==> config.mk <==
export PLATFORM = sky130hd
export DESIGN_NAME = lfsr_rng_gen
export DESIGN_NICKNAME = d
export VERILOG_FILES = /design/src/rtl/lfsr_rng_gen.sv
export SDC_FILE = /design/constraint.sdc
export NUM_CORES = 1
export LEC_CHECK = 0
export CAP_MARGIN = 20
export CORE_UTILIZATION = 40
export CTS_CLUSTER_SIZE = 10
export DETAILED_ROUTE_END_ITERATION = 10
export PLACE_DENSITY_LB_ADDON = 0.2
export SYNTH_ARGS = -nofsm -noshare
export SYNTH_HDL_FRONTEND = slang
export SYNTH_SLANG_ARGS = --single-unit
==> constraint.sdc <==
create_clock -name clk -period 2.4 [get_ports clk]
set_input_delay 0.48 -clock clk [delete_from_list [all_inputs] [get_ports clk]]
set_output_delay 0.48 -clock clk [all_outputs]
set_load 0.02 [all_outputs]
==> src/rtl/lfsr_rng_gen.sv <==
// Request-driven pseudo-random draw engine built on a Fibonacci LFSR.
// Define LFSR_RNG_REJECT_EN to enable range limiting by rejection sampling.
module lfsr_rng_gen #(
  parameter int                LFSR_W    = 16,
  parameter logic [LFSR_W-1:0] TAPS      = 16'hB400,
  parameter logic [LFSR_W-1:0] SEED      = 16'hACE1,
  parameter int                OUT_W     = 4,
  parameter int                STEP      = 16,
  parameter int                MAX_VAL   = 11,
  parameter int                MAX_TRIES = 4
) (
  input  logic              clk,
  input  logic              rst,
  input  logic              seed_load,
  input  logic [LFSR_W-1:0] seed_in,
  input  logic              req,
  output logic              busy,
  output logic              rnd_valid,
  output logic [OUT_W-1:0]  rnd
);

  localparam int CNT_W = $clog2(STEP + 1);
  localparam int TRY_W = $clog2(MAX_TRIES + 1);

`ifdef LFSR_RNG_REJECT_EN
  localparam bit REJECT_EN = 1'b1;
`else
  localparam bit REJECT_EN = 1'b0;
`endif

  typedef enum logic [1:0] {IDLE, SHIFT, CHECK} state_t;

  state_t            state_q, state_d;
  logic [CNT_W-1:0]  cnt_q, cnt_d;
  logic [TRY_W-1:0]  tries_q, tries_d;
  logic [LFSR_W-1:0] lfsr_q, lfsr_d;
  logic [OUT_W-1:0]  rnd_q, rnd_d;
  logic              rnd_valid_q, rnd_valid_d;

  logic [OUT_W-1:0]  cand;
  logic              accept;
  logic [OUT_W-1:0]  accept_val;

  function automatic logic [LFSR_W-1:0] lfsr_next(input logic [LFSR_W-1:0] s);
    return {s[LFSR_W-2:0], ^(s & TAPS)};
  endfunction

  // Out-of-range candidates are retried; the final attempt clamps to MAX_VAL.
  function automatic logic [OUT_W-1:0] clamp_val(input logic [OUT_W-1:0] c);
    if (REJECT_EN && (c > OUT_W'(MAX_VAL))) return OUT_W'(MAX_VAL);
    return c;
  endfunction

  assign cand       = lfsr_q[LFSR_W-1 -: OUT_W];
  assign accept     = !REJECT_EN || (cand <= OUT_W'(MAX_VAL)) ||
                      (tries_q == TRY_W'(MAX_TRIES - 1));
  assign accept_val = clamp_val(cand);

  always_ff @(posedge clk or posedge rst) begin
    if (rst) begin
      state_q     <= IDLE;
      cnt_q       <= '0;
      tries_q     <= '0;
      lfsr_q      <= SEED;
      rnd_q       <= '0;
      rnd_valid_q <= 1'b0;
    end else begin
      state_q     <= state_d;
      cnt_q       <= cnt_d;
      tries_q     <= tries_d;
      lfsr_q      <= lfsr_d;
      rnd_q       <= rnd_d;
      rnd_valid_q <= rnd_valid_d;
    end
  end

  always_comb begin
    state_d     = state_q;
    cnt_d       = cnt_q;
    tries_d     = tries_q;
    lfsr_d      = lfsr_q;
    rnd_d       = rnd_q;
    rnd_valid_d = 1'b0;
    if (seed_load) begin
      // Reseeding aborts any draw in flight; a zero seed would lock the LFSR.
      lfsr_d  = (seed_in == '0) ? SEED : seed_in;
      state_d = IDLE;
    end else begin
      if (lfsr_q == '0) begin
        lfsr_d = SEED;
      end else if (state_q == SHIFT) begin
        lfsr_d = lfsr_next(lfsr_q);
      end
      case (state_q)
        IDLE: begin
          if (req) begin
            state_d = SHIFT;
            cnt_d   = '0;
            tries_d = '0;
          end
        end
        SHIFT: begin
          cnt_d = cnt_q + CNT_W'(1);
          if (cnt_q == CNT_W'(STEP - 1)) state_d = CHECK;
        end
        CHECK: begin
          if (accept) begin
            rnd_d       = accept_val;
            rnd_valid_d = 1'b1;
            state_d     = IDLE;
          end else begin
            tries_d = tries_q + TRY_W'(1);
            cnt_d   = '0;
            state_d = SHIFT;
          end
        end
        default: state_d = IDLE;
      endcase
    end
  end

  always_comb begin
    busy      = (state_q != IDLE);
    rnd_valid = rnd_valid_q;
    rnd       = rnd_q;
  end

endmodule

**Yosys cells after proc, flatten, opt, wreduce, memory -nomap -nowiden**

Cells that the tools add are included.

- Flip-flop bits (word level): 28
- Bits of input ports: 20
- Word-level logic and storage cells: 35

- Add/sub/neg operators: 1
- Reductions and logical operators: 10
- Bitwise logic cells: 1
- Muxes and demuxes: 12
- Equal/unequal tests: 6

Operators by type and width:

| operator | number |
|---|---|
| $mux W16 | 4 |
| $logic_not A16 Y1 | 2 |
| $reduce_xor A16 Y1 | 1 |
| $pmux W5 S2 | 1 |
| $mux W2 | 3 |
| $add A5 B1 Y5 const B | 1 |
| $eq A5 B4 Y1 const B | 1 |
| $mux W5 | 1 |
| $pmux W2 S2 | 1 |
| $reduce_and A2 Y1 | 2 |
| $reduce_bool A2 Y1 | 2 |
| $ne A3 B2 Y1 const B | 1 |
| $ne A3 B3 Y1 const B | 1 |
| $reduce_and A3 Y1 | 1 |
| $reduce_bool A3 Y1 | 1 |
| $eq A2 B1 Y1 const B | 1 |
| $eq A2 B2 Y1 const B | 1 |
| $logic_not A2 Y1 | 1 |
| $mux W1 | 2 |
| $ne A2 B2 Y1 const B | 1 |
| $not A1 Y1 | 1 |

**Longest topological paths before layout**

- Depth after elaboration: 4
- Mapped depth: 7
- Depth with buffers taken out: 6

**Worst setup path after synthesis**

OpenSTA, ideal clock, no wires.

- Kind: input -> register
- Start: input port seed_in[8]
- End: register lfsr_q[0]
- Data arrival time: 1.692 ns
- Stages: 4
- Slack: 0.635 ns
- Path buffers: 0
- Setup time: 0.073 ns
- Cells stage by stage: or4_4 -> o41ai_4 -> nor2_1 -> o2bb2ai_1

- Word-level cells in the longest chain between the ends: 3

RTL lines:

| element | RTL line | text |
|---|---|---|
| from (decl) | 15 | `input logic [LFSR_W-1:0] seed_in,` |
| $logic_not A16 Y1 | 86 | `lfsr_d = (seed_in == '0) ? SEED : seed_in;` |
| $mux W16 | 86 |  |
| $mux W16 | 84 | `if (seed_load) begin` |
| to (signal assigned) | 71 | `lfsr_q <= lfsr_d;` |
| to (decl) | 36 | `logic [LFSR_W-1:0] lfsr_q, lfsr_d;` |

Every way passes these cells.
A chain may end at the register's enable or synchronous reset.

**Worst setup path after layout**

- Start: register state_q[0]
- End: output port busy

- Word-level cells in the longest chain between the ends: 1

RTL lines:

| element | RTL line | text |
|---|---|---|
| from (decl) | 33 | `state_t state_q, state_d;` |
| from (signal assigned) | 68 | `state_q <= state_d;` |
| $reduce_bool A2 Y1 | 123 | `busy = (state_q != IDLE);` |
| to (decl) | 17 | `output logic busy,` |

Every way passes these cells.

==> results.md <==
* Fin util at 0.526
* Gr ovfl total at 0
* Peak fanout along the critical path at 9
* Num Clock Sinks at 28
* Final Setup Violations at 0
* Fmax at 466 MHz
* Initial Utilization at 0.417
* Setup_tns at 0 ns
* Synth Area in Adders at 0.0270
* Nets@finish at 185
* Max_cap viols at 0
* Met1 usage at 0.232
* Antenna cells at 0
* Seq/Total Area, Yosys at 0.510
* Relative slew slack at 0.577
* DP HPWL at 2.29 mm
* Via count of the first global-routing pass at 1152
* Area of the mapped netlist at 0.00139 mm^2
* Chip width at 61.0 um
* DR vias at 1104
* Area share of the largest cell type after synthesis at 0.359
* Main combinational cell family by area after synthesis: compound AO/OA/AOI/OAI gates
* GRT busiest layer: met2
* Antenna violations before repair at 0
* Die Y at 61.0 um
* WP data required at 1.92 ns
* Wire length of the first global-routing pass at 4.98 mm
* Synth Instances at 131
* Arr. time, crit path at 1.67 ns
* Routing usage on met2 at 0.328
* Clock Path Buffers at 2
* Critical Setup Path Class: reg -> out
* LEAKAGE at 0.756 nW
* Root Driver: clkbuf_4
* RSZ-0062 raised after global routing: no
* Worst R2R Start: lfsr_q[13]
* Compound-gate portion of the synthesized area at 0.178
* Final slew viol count at 0
* Hold_buf cts at 0
* FP Rows at 21
* Yosys warning count at 0
* Total length of routed wires at 3.07 mm
* Min cycle time layout at 2.15 ns
* Drt first pass iters at 4
* Synthesized flop and latch total at 28
* Status: complete, no violations
* Mapped Nets at 154
* Cell taking the most area after synthesis: dfrtp_1
* Peak VDD IR at 225 uV
* Post-route ant nets at 0
* Fin. Hold Viols at 0
* Layout cells sized above 1 at 0.174
* DRT iter0 DRCs at 47
* I/O Pins at 26
* Syn Area/Cell at 10.6 um^2
* Die ar. at 0.00372 mm^2
* Post-CTS Setup Inserts at 0
* Type of origin of the critical path: flip-flop
* TritonCTS clock tree: built
* Clk slew on worst S/H paths at 0.15 ns
* Worst-Margin Slew at 0.633 ns
* Post-CTS Resized at 0
* XOR/XNOR Fraction of Synth Area at 0.0126
* Synth top area cells: dfrtp_1 36%, dfstp_2 15%, mux2i_1 5.8%
* Core area at 0.00334 mm^2
* Simple-gate area share of the yosys netlist at 0.148
* Min-Delay Path Class: in -> async
* GP Congestion at 0.799
* GRT met3 Usage at 0.0256
* Mux contribution to synthesized area at 0.0898
* Port bufs at 25
* Clk_skew at 0.00545 ns
* Final worst path period share at 0.894
* Pin count of the biggest net entering global routing at 29
* WL/cell at 14.8 um
* H-tree Lvls at 1
* Clock Latency Late Sink at 0.32 ns
* Tot GR Track Use at 0.185
* Area Growth Syn to Fin at 26.0%
* Yosys cell types at 30
* Worst reg-to-reg path cell count at 7
* Setup crit end kind: output port
* Residual DRC count at 0
* FF-to-FF End: lfsr_q[6]
* Vias per inst at 5.33
* Flop2flop setup slack at 0.63 ns
* Cts bufs inserted at 3
* Power per cell area at 554 mW/mm^2
[stage by stage]
step	worst slack [ns]	std cells	area [um^2]	power, mW	hold slack (ns)
after global placement	0.153	203	1730	0.774	0.467
after floorplan	0.635	131	1390	0.697	0.450
final	0.255	207	1750	0.971	0.502
after detailed placement	0.133	203	1730	0.782	0.477
after global routing	0.180	207	1750	1.03	0.517
after CTS	0.232	207	1750	0.983	0.508
[cell usage in the layout (no fill, tap or decap), types with 2 or more instances in the layout]
| cell type | synthesis | routed |
|---|---|---|
| nor4_1 | 3 | 3 |
| mux2_2 | 4 | 4 |
| dfstp_2 | 8 | 8 |
| buf_4 | 0 | 7 |
| dfrtp_1 | 20 | 20 |
| o21ai_0 | 11 | 11 |
| or4_4 | 3 | 3 |
| mux2i_1 | 8 | 8 |
| xnor2_1 | 2 | 2 |
| nand3_1 | 2 | 2 |
| nor2_1 | 12 | 12 |
| a21oi_1 | 9 | 9 |
| ha_1 | 3 | 3 |
| o2bb2ai_1 | 8 | 8 |
| clkbuf_4 | 0 | 3 |
| nand2_1 | 11 | 11 |
| a22o_1 | 2 | 2 |
| clkdlybuf4s50_1 | 0 | 25 |
| nor3_1 | 2 | 2 |
| inv_1 | 6 | 6 |
[layer usage]
layer  part of all wire  up-vias
met5                  0        -
met3              0.027        2
met1               0.47      546
met2               0.50       23
met4             0.0091        0
li1                   -      533
[sequential cells by signal, summed over array words and instances, names as in the netlist]
register   count
lfsr_q        16
cnt_q          5
rnd            4
state_q        2
rnd_valid      1
[Yosys cell counts]
library cell,count
dfrtp_1,20
nor2_1,12
nand2_1,11
o21ai_0,11
a21oi_1,9
dfstp_2,8
mux2i_1,8
o2bb2ai_1,8
inv_1,6
clkbuf_1,4
mux2_2,4
ha_1,3
nor4_1,3
or4_4,3
a22o_1,2
buf_2,2
nand3_1,2
nor3_1,2
xnor2_1,2
a21o_1,1
a32o_1,1
a41o_1,1
and3_1,1
nor2b_1,1
nor3b_2,1
nor4b_1,1
o21ai_1,1
o41ai_4,1
or2_2,1
or4_1,1
[where the power goes]
part | internal, mW | leakage (nW) | switching [mW]
Clock | 0.0649 | 0.0150 | 0.134
Combinational | 0.103 | 0.396 | 0.0889
Sequential | 0.532 | 0.345 | 0.0490
[critical path, stage by stage, from the launching register on]
cell and delay (ns):
dfrtp_1 0.51, or2_2 0.31, clkdlybuf4s50_1 0.54
[kinds of logic after synthesis]
family	after synthesis
multiplexers	12
AO/OA/AOI/OAI	35
buffers and inverters	12
XOR/XNOR	2
AND/OR/NAND/NOR	39
adder cells (fa/ha/maj)	3
flip-flops	28
[area by class of cell]
cell class / instances / area, um^2
timing repair buffer: 32 / 303
clock buffer: 4 / 26.3
sequential: 28 / 711
tap: 46 / 57.6
fill: 331 / 1580
inverter: 6 / 22.5
multi-input combinational: 91 / 634
[how the worst max path moves through the flow]
stage                    start          to  slack (ns)  cells after the start
finish              state_q[0]        busy        0.25                      2
global route        state_q[0]        busy        0.18                      2
CTS                 state_q[0]        busy        0.23                      2
detailed placement  seed_in[8]  lfsr_q[10]        0.13                      6
global placement    seed_in[8]  lfsr_q[10]        0.15                      6
floorplan           seed_in[8]   lfsr_q[0]        0.63                      4
(Power assumes the default switching activity.)
